File: src/rtl/imm_encoder_pkg.sv
// riscv_imm_pkg: immediate source coding, LI opcodes, FSM states and range helper
package riscv_imm_pkg;
  typedef enum logic [1:0] {IMM_I, IMM_S, IMM_B, IMM_J} immsrc_e;
  typedef enum logic {IDLE, SECOND} state_e;
  localparam logic [6:0] OP_LUI = 7'b0110111;
  localparam logic [6:0] OP_OPIMM = 7'b0010011;
  localparam logic [2:0] F3_ADDI = 3'b000;
  // true when v[31:msb] are all-equal, i.e. v is a sign extension of v[msb:0]
  function automatic logic fits(input logic [31:0] v, input int unsigned msb);
    return (v >> msb) == 32'd0 || (v >> msb) == (32'hFFFF_FFFF >> msb);
  endfunction
endpackage

File: src/rtl/imm_encoder_if.sv
// imm_encoder_if: request and instruction-word streams of the immediate encoder
interface imm_encoder_if;
  logic in_valid, in_ready, in_li;
  logic [1:0] in_immsrc;
  logic [31:0] in_imm, in_tmpl;
  logic [4:0] in_rd;
  logic out_valid, out_ready, out_err, out_last;
  logic [31:0] out_instr;
  modport master(output in_valid, in_li, in_immsrc, in_imm, in_tmpl, in_rd, out_ready,
                 input in_ready, out_valid, out_instr, out_err, out_last);
  modport slave(input in_valid, in_li, in_immsrc, in_imm, in_tmpl, in_rd, out_ready,
                output in_ready, out_valid, out_instr, out_err, out_last);
endinterface

File: src/rtl/imm_encoder_field_pack.sv
// imm_field_pack: scatters an immediate into the I/S/B/J fields of a template word
module imm_field_pack
  import riscv_imm_pkg::*;
(
  input  logic [31:0] tmpl,
  input  logic [31:0] imm,
  input  immsrc_e     immsrc,
  output logic [31:0] word,
  output logic        err
);
  always_comb begin
    word = immsrc == IMM_I ? {imm[11:0], tmpl[19:0]} :
           immsrc == IMM_S ? {imm[11:5], tmpl[24:12], imm[4:0], tmpl[6:0]} :
           immsrc == IMM_B ? {imm[12], imm[10:5], tmpl[24:12], imm[4:1], imm[11], tmpl[6:0]} :
                             {imm[20], imm[10:1], imm[11], imm[19:12], tmpl[11:0]};
    err = immsrc == IMM_I || immsrc == IMM_S ? !fits(imm, 11) :
          immsrc == IMM_B ? imm[0] || !fits(imm, 12) :
                            imm[0] || !fits(imm, 20);
  end
endmodule

File: src/rtl/imm_encoder.sv
// imm_encoder: registered field packer with LUI/ADDI load-immediate expansion
module imm_encoder
  import riscv_imm_pkg::*;
#(
  parameter bit LI_EN = 1'b1
) (
  input logic clk,
  input logic reset_n,
  imm_encoder_if.slave bus
);
  state_e state, state_n;
  logic [31:0] instr_q, instr_n, sec_q, sec_n, pack_w, first_w;
  logic valid_q, valid_n, err_q, err_n, last_q, last_n;
  logic pack_err, li, li_one, two, accept;
  logic [11:0] lo;
  logic [19:0] hi;
  imm_field_pack u_pack (
    .tmpl(bus.in_tmpl), .imm(bus.in_imm), .immsrc(immsrc_e'(bus.in_immsrc)),
    .word(pack_w), .err(pack_err)
  );
  assign li = LI_EN && bus.in_li;
  assign lo = bus.in_imm[11:0];
  // ADDI sign-extends lo, so the upper part is rounded up when lo is negative
  assign hi = bus.in_imm[31:12] + {19'd0, bus.in_imm[11]};
  assign li_one = fits(bus.in_imm, 11);
  assign two = li && !li_one && lo != 12'd0;
  assign first_w = !li ? pack_w :
                   li_one ? {lo, 5'd0, F3_ADDI, bus.in_rd, OP_OPIMM} :
                            {hi, bus.in_rd, OP_LUI};
  assign bus.in_ready = state == IDLE && (!valid_q || bus.out_ready);
  assign accept = bus.in_valid && bus.in_ready;
  assign bus.out_valid = valid_q;
  assign bus.out_instr = instr_q;
  assign bus.out_err = err_q;
  assign bus.out_last = last_q;
  always_comb begin
    state_n = state;
    valid_n = valid_q && !bus.out_ready;
    instr_n = instr_q;
    err_n = err_q;
    last_n = last_q;
    sec_n = sec_q;
    if (accept) begin
      instr_n = first_w;
      err_n = !li && pack_err;
      last_n = !two;
      valid_n = 1'b1;
      sec_n = {lo, bus.in_rd, F3_ADDI, bus.in_rd, OP_OPIMM};
      state_n = two ? SECOND : IDLE;
    end else if (state == SECOND && valid_q && bus.out_ready) begin
      instr_n = sec_q;
      err_n = 1'b0;
      last_n = 1'b1;
      valid_n = 1'b1;
      state_n = IDLE;
    end
  end
  always_ff @(posedge clk or negedge reset_n) begin
    if (!reset_n) begin
      state <= IDLE;
      valid_q <= 1'b0;
      instr_q <= '0;
      err_q <= 1'b0;
      last_q <= 1'b0;
      sec_q <= '0;
    end else begin
      state <= state_n;
      valid_q <= valid_n;
      instr_q <= instr_n;
      err_q <= err_n;
      last_q <= last_n;
      sec_q <= sec_n;
    end
  end
endmodule

File: src/flat_wrapper.sv
// flat-port wrapper written by rule: the top's interface ports become plain ports
module imm_encoder_flat import riscv_imm_pkg::*;
#(
  parameter bit LI_EN = 1'b1
)
  (clk, reset_n, bus_in_valid, bus_in_li, bus_in_immsrc, bus_in_imm, bus_in_tmpl, bus_in_rd, bus_out_ready, bus_in_ready, bus_out_valid, bus_out_instr, bus_out_err, bus_out_last);
  imm_encoder_if bus_i ();
  input logic clk;
  input logic reset_n;
  input wire logic [$bits(bus_i.in_valid)-1:0] bus_in_valid;
  input wire logic [$bits(bus_i.in_li)-1:0] bus_in_li;
  input wire logic [$bits(bus_i.in_immsrc)-1:0] bus_in_immsrc;
  input wire logic [$bits(bus_i.in_imm)-1:0] bus_in_imm;
  input wire logic [$bits(bus_i.in_tmpl)-1:0] bus_in_tmpl;
  input wire logic [$bits(bus_i.in_rd)-1:0] bus_in_rd;
  input wire logic [$bits(bus_i.out_ready)-1:0] bus_out_ready;
  output wire logic [$bits(bus_i.in_ready)-1:0] bus_in_ready;
  output wire logic [$bits(bus_i.out_valid)-1:0] bus_out_valid;
  output wire logic [$bits(bus_i.out_instr)-1:0] bus_out_instr;
  output wire logic [$bits(bus_i.out_err)-1:0] bus_out_err;
  output wire logic [$bits(bus_i.out_last)-1:0] bus_out_last;
  assign bus_i.in_valid = bus_in_valid;
  assign bus_i.in_li = bus_in_li;
  assign bus_i.in_immsrc = bus_in_immsrc;
  assign bus_i.in_imm = bus_in_imm;
  assign bus_i.in_tmpl = bus_in_tmpl;
  assign bus_i.in_rd = bus_in_rd;
  assign bus_i.out_ready = bus_out_ready;
  assign bus_in_ready = bus_i.in_ready;
  assign bus_out_valid = bus_i.out_valid;
  assign bus_out_instr = bus_i.out_instr;
  assign bus_out_err = bus_i.out_err;
  assign bus_out_last = bus_i.out_last;
  imm_encoder #(.LI_EN(LI_EN)) u_core (.clk(clk), .reset_n(reset_n), .bus(bus_i));
endmodule
File: config.mk
export PLATFORM = sky130hd
export DESIGN_NAME = imm_encoder_flat
export DESIGN_NICKNAME = d
export VERILOG_FILES = /design/src/rtl/imm_encoder_pkg.sv /design/src/rtl/imm_encoder_if.sv /design/src/rtl/imm_encoder_field_pack.sv /design/src/rtl/imm_encoder.sv /design/src/flat_wrapper.sv
export SDC_FILE = /design/constraint.sdc
export NUM_CORES = 1
export LEC_CHECK = 0
export CAP_MARGIN = 20
export CORE_MARGIN = 8
export CORE_UTILIZATION = 40
export DETAILED_ROUTE_END_ITERATION = 8
export PLACE_DENSITY = 0.78
export RECOVER_POWER = 25
export SYNTH_ARGS = -nofsm -noshare
export SYNTH_HDL_FRONTEND = slang
export SYNTH_SLANG_ARGS = --single-unit
File: constraint.sdc
create_clock -name clk -period 1.9 [get_ports clk]
set_input_delay 0.19 -clock clk [delete_from_list [all_inputs] [get_ports clk]]
set_output_delay 0.19 -clock clk [all_outputs]
set_load 0.005 [all_outputs]
==> impl_metrics.yaml <==
sta:
  hold_viol: 0
  slew-limit-headroom: 0.125
  worstMarginPinSlew_ps: 1310
  fin_crit_ps: 1830
  tns_ps: 0
  setup_viol: 0
  grt_setup_unrepaired: "no"
  post-route-period-util: 0.965
  fin_worst_skew_ps: 4.75
  timing.fmax_ghz: 0.545
  drv_slew: 0
critical_path:
  critPathCaptureType: "flip-flop"
  ff2ff_setup_slack_ps: 180
  worst-path-buf-inv: 2
  cp.arrival_ps: 2040
  start_kind: "input port"
  max_stage_delay_ps: 510
  cpLargestDelayFamily: "buffers and inverters"
  critPathMaxFanout: 7
  critPathKind: "in2reg"
  cp_slowest_cell: "clkdlybuf4s50_1"
  path_depth: 7
  crit_chain: "clkdlybuf4s50_1 -> nand4_1 -> nor4_1 -> buf_4 -> a32o_1 -> a32oi_1 -> a21boi_1"
  ff2ff_path_depth: 6
  worstPathRequired_ps: 2110
final_layout:
  layout_commonest_cell: "clkdlybuf4s50_1"
  final_area_sq_um: 5040
  drive_above_1_share: 0.171
  n_antenna_cell: 0
  nNetsFinal: 599
  syn2layout_area_growth_pct: 51.3
  layout_common_cells: "97 x clkdlybuf4s50_1, 67 x nand2_1, 57 x buf_4, 54 x dfrtp_1, 30 x mux2i_1"
  utilization: 0.620
  layout.cells.non_filler: 626
drt:
  vias_per_cell: 5.55
  wirelength_um: 11200
  firstDrtPassIters: 5
  dr.first_iter.drc_count: 195
  final_antenna_net_count: 0
  route.detailed.drc: 0
  wl_per_cell_um: 17.9
  vias: 3473
synthesis:
  synth_fa_ha_area_frac: 0.0113
  synthDistinctLibCells: 56
  ys_seq_elements: 54
  synth_ff_type: "dfrtp_1"
  synth.area.top_cells: "dfrtp_1 41%, mux2i_1 9.0%, nand2_1 7.5%, nand3_1 3.3%, o21ai_0 3.3%"
  synth_top_family_by_area: "simple AND/OR/NAND/NOR gates"
  synthMuxAreaShare: 0.107
  synth_edf_count: 0
  synth_top_area_cell: "dfrtp_1"
  ys_warn_count: 0
  synth_fp_nets: 451
  ys_async_sr_fraction: 1.00
  synthSimpleGateAreaFrac: 0.223
  synth_top_area_frac: 0.406
  synthCells: 372
  synth-xor-area-share: 0.0417
  netlist_area_sq_um: 3330
  ys_seq_area_frac: 0.406
  avgSynthCellArea_sq_um: 8.96
  synth_compound_area_frac: 0.169
pwr:
  total_leakage_power_uw: 0.00222
  powerDensity_nw_per_um2: 854
  vdd_ir_drop_max_uv: 468
die:
  die_w_um: 107
  die_y_um: 107
  core-area_sq_um: 8130
  dieArea_sq_um: 11500
  pin_count: 112
  initial_core_util: 0.410
  rows: 33
hold_path:
  hp-class: "in2reg"
  whs_path_depth: 4
placed_design:
  gp_congestion: 0.877
  hpwl_um: 8990
  placed_cell_area_sq_um: 4900
  placed_cells: 616
  io_buffers: 104
grt:
  grt_max_degree: 33
  grt_overflow: 0
  antenna_found_initial: 0
  grt_pass1_vias: 3476
  grt_usage: 0.194
  grt_pass1_wl_um: 18100
clocking:
  clk_pin_slew_worst_paths_ps: 100
  cts_buffer_depth: 2
  cts_tree: "built"
  cts-buffers-inserted: 5
  root_buffer: "clkbuf_8"
  h-tree-depth: 2
  clkLatencyLatePin_ps: 320
  cts_num_sinks: 54
run:
  maxCapViolCount: 0
outcome:
  outcome: "finished clean"
[cell usage after synthesis, drive strengths merged (2+ instances only)]
cell / n
clkbuf: 14
o21a: 2
inv: 6
a21oi: 8
a22o: 3
or4: 2
mux2: 5
buf: 12
ha: 3
o2111ai: 2
o221ai: 9
nor4: 10
a221oi: 2
nand2: 67
o21ai: 24
nor2: 15
a31oi: 2
xor2: 6
or3: 5
or2: 2
nand2b: 3
dfrtp: 54
a211oi: 7
o22ai: 5
a22oi: 3
o211ai: 5
mux2i: 30
a32oi: 2
nor3: 4
nand4: 5
nor2b: 3
and3: 9
and2: 2
nand3: 22
xnor2: 9
[metrics by stage]
stage | total power (uW) | hold WS, ps | worst slack [ps]
final | 4300 | 356 | 66.4
after global routing | 4550 | 354 | 3.59
after CTS | 4320 | 394 | 0.459
after detailed placement | 3660 | 207 | -409
after global placement | 3600 | 197 | -329
after floorplan | 2500 | -106 | 66.2
[report_power, final]
| group | internal [uW] | total, uW | switching, uW |
|---|---|---|---|
| clock network | 260 | 661 | 401 |
| registers | 1540 | 1790 | 244 |
| logic | 1090 | 1850 | 768 |
| total | 2890 | 4300 | 1410 |
[layout make-up]
class / count / area (sq um)
Fill cell: 664 / 3090
Multi-Input combinational cell: 286 / 1880
Timing Repair Buffer: 167 / 1560
Sequential cell: 54 / 1350
Tap cell: 105 / 131
Clock buffer: 5 / 68.8
Inverter: 6 / 22.5
Clock inverter: 3 / 21.3
[kinds of logic (layout without fill, tap and decap cells)]
family                   count (synthesis)  count (layout)
XOR/XNOR                                15              15
AO/OA/AOI/OAI                           81              81
adder cells (fa/ha/maj)                  3               3
AND/OR/NAND/NOR                        152             152
buffers and inverters                   32             181
flip-flops                              54              54
multiplexers                            35              35
[worst min-delay path, stage by stage]
cell and delay [ps]:
dlymetal6s2s_1 130, buf_4 170, inv_1 70, o21ai_0 80
[worst paths after layout]
check,startpoint,end
worst max-delay path,bus_in_imm[31],u_core.bus.out_instr[22]$_DFFE_PN0P_
worst min-delay path,bus_in_imm[11],u_core.sec_q[31]$_DFFE_PN0P_
worst max register to register,u_core.bus.out_valid$_DFF_PN0_,u_core.bus.out_instr[4]$_DFFE_PN0P_
min in group asynchronous,reset_n,u_core.bus.out_instr[0]$_DFFE_PN0P_
max in group asynchronous,reset_n,u_core.bus.out_instr[13]$_DFFE_PN0P_
worst min register to register,u_core.sec_q[21]$_DFFE_PN0P_,u_core.sec_q[21]$_DFFE_PN0P_
[sequential cells by signal, indices dropped and copies added (netlist names)]
| register | count |
|---|---|
| u_core.sec_q | 18 |
| u_core.bus.out_valid | 1 |
| u_core.bus.out_err | 1 |
| u_core.state | 1 |
| u_core.bus.out_instr | 32 |
| u_core.bus.out_last | 1 |
[per-layer routing]
layer  track usage  up-vias  share of wire
li1              -     1651              -
met1         0.245     1669           0.42
met2         0.320      132           0.49
met3        0.0389       21          0.059
met4        0.0724        0          0.023
met5             0        -              0
[repair_timing]
action | in CTS | in global routing
gates cloned | 0 | 0
buffers inserted | 1 | 0
pin swaps | 5 | 3
setup endpoints to repair | 5 | 4
hold endpoints to repair | 22 | 0
hold buffers | 1 | 0
resized for setup | 6 | 8
(Power assumes the default switching activity.)
